## src/rtl/leb128_pkg.sv

```systemverilog
// ---------------------------------------------------------------------------
// leb128_pkg
// Shared constants and types for the LEB128 byte-stream front end and the
// signed/unsigned 32-bit unpackers that sit downstream of it.
//   LEB_MAX_BYTES : longest legal encoding of a 32-bit value, in bytes
//   LEB_CONT_BIT  : bit position of the continuation flag in each byte
//   LEB_LEN_W     : width of an encoding-length field (holds 0..5)
// ---------------------------------------------------------------------------
package leb128_pkg;

    localparam int LEB_MAX_BYTES = 5;
    localparam int LEB_CONT_BIT  = 7;
    localparam int LEB_LEN_W     = 3;

    typedef logic [LEB_LEN_W-1:0]     leb_len_t;
    typedef logic [LEB_MAX_BYTES-1:0] leb_cont_t;

endpackage

```

## src/rtl/leb128_term_find.sv

```systemverilog
// ---------------------------------------------------------------------------
// leb128_term_find
// Combinational priority encoder that locates the first terminating byte
// (continuation bit clear) among the bytes currently available.
// Ports:
//   cont_i   : continuation bits of window bytes 0..4 (bit 0 = oldest byte)
//   avail_i  : number of valid window bytes, 0..5
//   found_o  : a terminator exists within the available bytes
//   len_o    : terminator index + 1, or 5 on an overlong encoding, else 0
//   err_o    : five bytes available and all of them carry the continuation bit
// ---------------------------------------------------------------------------
module leb128_term_find
    import leb128_pkg::*;
(
    input  leb_cont_t cont_i,
    input  leb_len_t  avail_i,
    output logic      found_o,
    output leb_len_t  len_o,
    output logic      err_o
);

    // Lowest available index with a clear continuation bit wins. Bytes past
    // avail_i are ignored even if their bit reads as zero, because the window
    // pads missing bytes with 0x00 and those must not look like terminators.
    // When nothing is found, len_o/err_o report the overlong case only once a
    // full five bytes are present; otherwise everything stays at zero.
    always_comb begin
        found_o = 1'b0;
        err_o   = 1'b0;
        len_o   = '0;
        if (avail_i >= 3'd1 && !cont_i[0]) begin
            found_o = 1'b1;
            len_o   = 3'd1;
        end else if (avail_i >= 3'd2 && !cont_i[1]) begin
            found_o = 1'b1;
            len_o   = 3'd2;
        end else if (avail_i >= 3'd3 && !cont_i[2]) begin
            found_o = 1'b1;
            len_o   = 3'd3;
        end else if (avail_i >= 3'd4 && !cont_i[3]) begin
            found_o = 1'b1;
            len_o   = 3'd4;
        end else if (avail_i >= 3'd5 && !cont_i[4]) begin
            found_o = 1'b1;
            len_o   = 3'd5;
        end else if (avail_i >= 3'd5) begin
            err_o   = 1'b1;
            len_o   = 3'd5;
        end
    end

endmodule

```

## src/rtl/leb128_stream_window.sv

```systemverilog
// ---------------------------------------------------------------------------
// leb128_stream_window
// Buffers an LEB128 byte stream and presents a 5-byte window (w0 = oldest)
// plus the length of the first complete encoding in it.
// Ports:
//   clk, rst_n          : clock and asynchronous active-low reset
//   flush               : synchronous clear, overrides push and pop
//   s_data/s_valid/s_ready : incoming byte stream
//   w0..w4              : window bytes, 0x00 beyond the buffered count
//   w_len/w_err/w_valid : first-encoding length, overlong flag, window valid
//   w_ready             : consumer retires w_len bytes when w_valid is high
// ---------------------------------------------------------------------------
module leb128_stream_window
    import leb128_pkg::*;
#(
    parameter int DEPTH = 8
) (
    input  logic       clk,
    input  logic       rst_n,
    input  logic       flush,
    input  logic [7:0] s_data,
    input  logic       s_valid,
    output logic       s_ready,
    output logic [7:0] w0,
    output logic [7:0] w1,
    output logic [7:0] w2,
    output logic [7:0] w3,
    output logic [7:0] w4,
    output logic [2:0] w_len,
    output logic       w_err,
    output logic       w_valid,
    input  logic       w_ready
);

    localparam int CW = $clog2(DEPTH + 1);
    localparam int DW = DEPTH * 8;

    typedef logic [DEPTH-1:0][7:0] buf_t;

    buf_t          buf_q, buf_d;
    logic [CW-1:0] count_q, count_d;

    leb_cont_t     contBits;
    leb_len_t      availBytes;
    logic          termFound;
    leb_len_t      termLen;
    logic          termErr;

    logic          pushFire;
    logic          popFire;
    logic [CW-1:0] popLen;
    logic [CW-1:0] writeIdx;
    buf_t          bufShifted;
    buf_t          writeMask;
    buf_t          writeByte;

    // Window bytes come straight from the registered buffer, masked to zero
    // past the current occupancy so stale entries never leak downstream.
    assign w0 = (count_q > CW'(0)) ? buf_q[0] : 8'h00;
    assign w1 = (count_q > CW'(1)) ? buf_q[1] : 8'h00;
    assign w2 = (count_q > CW'(2)) ? buf_q[2] : 8'h00;
    assign w3 = (count_q > CW'(3)) ? buf_q[3] : 8'h00;
    assign w4 = (count_q > CW'(4)) ? buf_q[4] : 8'h00;

    assign contBits   = {w4[LEB_CONT_BIT], w3[LEB_CONT_BIT], w2[LEB_CONT_BIT],
                         w1[LEB_CONT_BIT], w0[LEB_CONT_BIT]};
    assign availBytes = (count_q >= CW'(LEB_MAX_BYTES)) ? leb_len_t'(LEB_MAX_BYTES)
                                                        : count_q[LEB_LEN_W-1:0];

    leb128_term_find u_term_find (
        .cont_i  (contBits),
        .avail_i (availBytes),
        .found_o (termFound),
        .len_o   (termLen),
        .err_o   (termErr)
    );

    assign w_valid = termFound | termErr;
    assign w_len   = termLen;
    assign w_err   = termErr;

    // s_ready looks only at occupancy; a pop in the same cycle does not free
    // a slot early, which keeps w_ready off the s_ready timing path.
    assign s_ready  = (count_q < CW'(DEPTH));
    assign pushFire = s_valid & s_ready;
    assign popFire  = w_valid & w_ready;
    assign popLen   = popFire ? CW'(w_len) : '0;
    assign writeIdx = count_q - popLen;

    // Retiring bytes is a right shift of the packed buffer by whole bytes.
    // The incoming byte is then merged at the post-shift tail using a byte
    // mask, so whatever the shift pulled into that slot is overwritten.
    assign bufShifted = buf_q >> {popLen, 3'b000};
    assign writeMask  = DW'(8'hFF) << {writeIdx, 3'b000};
    assign writeByte  = DW'(s_data) << {writeIdx, 3'b000};

    // Next-state for buffer and count. Flush only zeroes the count; the
    // buffer contents are left alone since the window masks them anyway.
    always_comb begin
        buf_d   = buf_q;
        count_d = count_q;
        if (flush) begin
            count_d = '0;
        end else begin
            buf_d = bufShifted;
            if (pushFire) begin
                buf_d = (bufShifted & ~writeMask) | writeByte;
            end
            count_d = count_q - popLen + CW'(pushFire);
        end
    end

    // State registers; reset empties the buffer immediately, without a clock.
    always_ff @(posedge clk or negedge rst_n) begin
        if (!rst_n) begin
            buf_q   <= '0;
            count_q <= '0;
        end else begin
            buf_q   <= buf_d;
            count_q <= count_d;
        end
    end

endmodule

```

## config.mk

```make
export PLATFORM = sky130hd
export DESIGN_NAME = leb128_stream_window
export DESIGN_NICKNAME = d
export VERILOG_FILES = /design/src/rtl/leb128_pkg.sv /design/src/rtl/leb128_term_find.sv /design/src/rtl/leb128_stream_window.sv
export SDC_FILE = /design/constraint.sdc
export NUM_CORES = 1
export LEC_CHECK = 0
export BUFFER_PORTS_ARGS = -buffer_cell sky130_fd_sc_hd__buf_2
export CORE_UTILIZATION = 54
export DETAILED_ROUTE_END_ITERATION = 6
export PLACE_DENSITY = 0.77
export RECOVER_POWER = 25
export SYNTH_ARGS = -nofsm -noshare
export SYNTH_HDL_FRONTEND = slang
export SYNTH_HIERARCHICAL = 1
export SYNTH_SLANG_ARGS = --single-unit
```

## constraint.sdc

```tcl
create_clock -name clk -period 4.4 [get_ports clk]
set_input_delay 0.22 -clock clk [delete_from_list [all_inputs] [get_ports clk]]
set_output_delay 0.22 -clock clk [all_outputs]
set_load 0.005 [all_outputs]
```

==> metrics.csv <==
metric,value,unit
outcome,finished with violations,
failing checks,"capacitance limit, slew limit",
PwrDens,755,nW/um^2
YS warnings,6,
IO Port Bufs,58,
"area leader, netlist",dfrtp_1,
Hold Crit Class,in -> reg,
DRT Wirelength,18800,um
Synth async-reset ratio,100,%
DR DRC count,0,
Root Buffer,clkbuf_8,
Slew @ Worst Pin,1.95,ns
"Slew Viols, Final",33,
Worst EP arrival,4.46,ns
vias in the first global route,5303,
Die Area,10200,sq um
routed len/inst,23.3,um
Inserted Clock Buffers,9,
clk_lat worst skew,0.36,ns
Synth Area in Compound Gates,29.2,%
final setup violation count,0,
Slew headroom,-29.9,%
Peak supply drop,0.000476,V
power share of the combinational group,61.1,%
sequential fraction of the synthesis area,32.2,%
"Most Used Layer, Global Route",met2,
syn nets,638,
post-route cell area,6100,sq um
Net Sw Frac,47.6,%
Clock Skew,0.0199,ns
Multi-input gate area,3340,sq um
Post-Syn Instances,618,
"Distinct cells, synth",63,
"Data required, critical path",4.64,ns
Ports,59,
Layout area overhead,15.6,%
crit path capture type,flip-flop,
row cnt,35,
clock period minus worst slack,4.23,ns
largest net degree at the start of global routing,50,
die height,101,um
CTS tree,yes,
depth of the CTS H-tree,3,
fin cells,809,
Clk pwr share,14.3,%
Reg area,1700,sq um
Post-DP HPWL,12400,um
endpoints failing hold,0,
Int Power,2410,uW
met2 Resource Use GR,57.5,%
Static Leak,0.00278,uW
mux contribution to synthesized area,10.6,%
Sequential Power Share,24.6,%
Startpoint Class,flip-flop,
die width,101,um
Antenna Nets Post-Route,0,
routed vias,5677,
Tot Pwr,4610,uW
GR Overflow Total,0,
Yosys reg bits,68,
crit path max fanout,10,
Inst Count DP,789,
WS Path Type,reg -> reg,
average cell area after synthesis,8.54,sq um
synthesized area,5280,sq um
TritonCTS Sinks,68,
drt pass-1 iters,6,
ANT cells,0,
setup_tns,0,ns
max cap viols,1,
Placeable Area,9370,sq um
Max Fclk,237,MHz
setup ws final,0.174,ns
XOR/XNOR Fraction of Synth Area,0.996,%
met3 Usage GRT,6.87,%
GP Congestion,0.937,
"EDFF count, synth",0,
Synth area leaders,"dfrtp_1 32%, mux2i_1 11%, nand2_1 4.6%",
global-route usage over all layers,38.4,%
initial antenna violation count,0,
clk slew on worst S/H paths,0.10,ns
Synth Area in Simple Gates,19.4,%
M1 GR Usage,51.6,%
main flop type after synthesis,dfrtp_1,
main combinational cell family by area after synthesis,compound AO/OA/AOI/OAI gates,
maximum clock path buffer count,2,
layout cells sized above 1,20.4,%
DRT iter0 DRCs,778,
top cell type's share of synthesized area,32.2,%
fillers,845,
Final period util,96.0,%
first-pass GRT wire length,29200,um
Post-DP Area,5790,sq um
pre-CTS setup slack,0.00955,ns
post-synthesis adder-cell area fraction,1.80,%
initial core utilization,56.3,%
vias per std cell,7.02,
Net Sw Power,2190,uW
# nets final,695,
[worst max-delay path, stage by stage (launching register included)]
cell	delay [ns]
dfrtp_2	0.42
or2_4	0.24
nor3_4	0.06
nor2b_1	0.22
inv_2	0.07
a211o_1	0.29
a22o_1	0.30
o211ai_1	0.20
buf_4	0.15
inv_4	0.03
ha_1	0.19
fa_2	0.50
or4b_4	0.57
a211oi_4	0.27
buf_12	0.17
a2111oi_1	0.06
o32a_1	0.37
[timing repair]
item / CTS / global route
pin swaps: 0 / 3
hold endpoints to repair: 31 / 0
setup buffers: 0 / 2
setup endpoints to repair: 1 / 45
cloned: 0 / 1
hold buffers: 1 / 0
resized for setup: 1 / 6
[stage by stage]
stage	utilization (%)	hold WS, ns
2_1_floorplan	-	-0.0756
3_3_place_gp	61.8	0.345
3_5_place_dp	61.8	0.351
4_1_cts	64.6	0.159
5_1_grt	65.1	0.202
6_report	65.1	0.151
[area by class of cell]
| class | count | area share (%) |
|---|---|---|
| clock buffer | 10 | 2.26 |
| multi-input combinational | 479 | 54.8 |
| timing repair buffer | 91 | 8.95 |
| sequential | 68 | 27.9 |
| inverter | 26 | 1.64 |
| tap | 129 | 2.65 |
| clock inverter | 6 | 1.83 |
[cell usage after synthesis (2+ instances only)]
cell,n
and2_1,10
xnor2_1,5
buf_2,9
a211oi_1,10
inv_1,23
buf_1,11
a2bb2oi_1,6
a22oi_1,15
dfrtp_1,68
nand4_1,2
nand2b_1,8
clkbuf_1,21
mux2i_1,56
a41o_1,2
nand2_1,64
o22ai_1,8
ha_1,6
o21ai_0,14
o2bb2ai_1,8
o311ai_0,5
a221o_1,12
or2_2,4
a32oi_1,12
o2111ai_1,3
inv_2,2
buf_4,5
a32o_1,3
a21oi_1,42
o211ai_1,21
nand3_1,27
nor2b_1,32
and3_1,3
nor2_1,36
a221oi_1,13
nor3_1,15
a22o_1,10
[per-layer routing]
layer  vias to the layer above  routed length, um
met4                         0               1220
met1                      2669               7020
met2                       465               8280
li1                       2435                  -
met3                       108               2310
met5                         -                  0
[power by group through the flow]
stage	Sequential, uW	Combinational [uW]	Clock (uW)
after floorplan	1050	1940	0
after global placement	1120	2620	0
after detailed placement	1130	2690	0
after CTS	1120	2710	653
after global routing	1160	3020	679
final	1130	2820	658
[state kept, by name (all words and copies together) (netlist names)]
name     count
count_q      4
buf_q       64
[layout by cell type, fill, tap and decap left out, drive strengths merged, types with 3 or more instances in the layout]
cell type,count
mux2i,56
clkbuf,13
and2,10
bufinv,3
xnor2,5
inv,26
and3,3
o211ai,22
o2bb2ai,8
a22o,10
o2111ai,3
a32o,3
a2bb2oi,6
a21oi,44
a221oi,13
a32oi,12
nor2,37
dfrtp,68
a22oi,15
nand3,27
a221o,12
nor3,15
a211oi,12
or2,5
o22ai,8
nor2b,32
o311ai,5
nand2,64
buf,87
o21ai,16
a2111oi,3
nand2b,8
ha,6
[logic make-up after synthesis]
group	Yosys count
and+or+nand+nor	208
AOI/OAI and AO/OA	201
buffers and inverters	72
DFF	68
muxes	56
adders and majority gates	7
xor gates and xnor gates	6
[path summary, 6_finish.rpt]
check / startpoint / to / slack, ns / cells past startpoint
max in group asynchronous: rst_n / buf_q[51] / 1.60 / 3
max: count_q[2] / buf_q[30] / 0.17 / 16
min reg2reg: buf_q[6] / buf_q[6] / 0.55 / 2
max reg2reg: count_q[2] / buf_q[30] / 0.17 / 16
min in group asynchronous: rst_n / buf_q[40] / 0.93 / 2
min: s_data[0] / buf_q[56] / 0.15 / 2
Note: power is estimated with default switching activity, not from simulation.
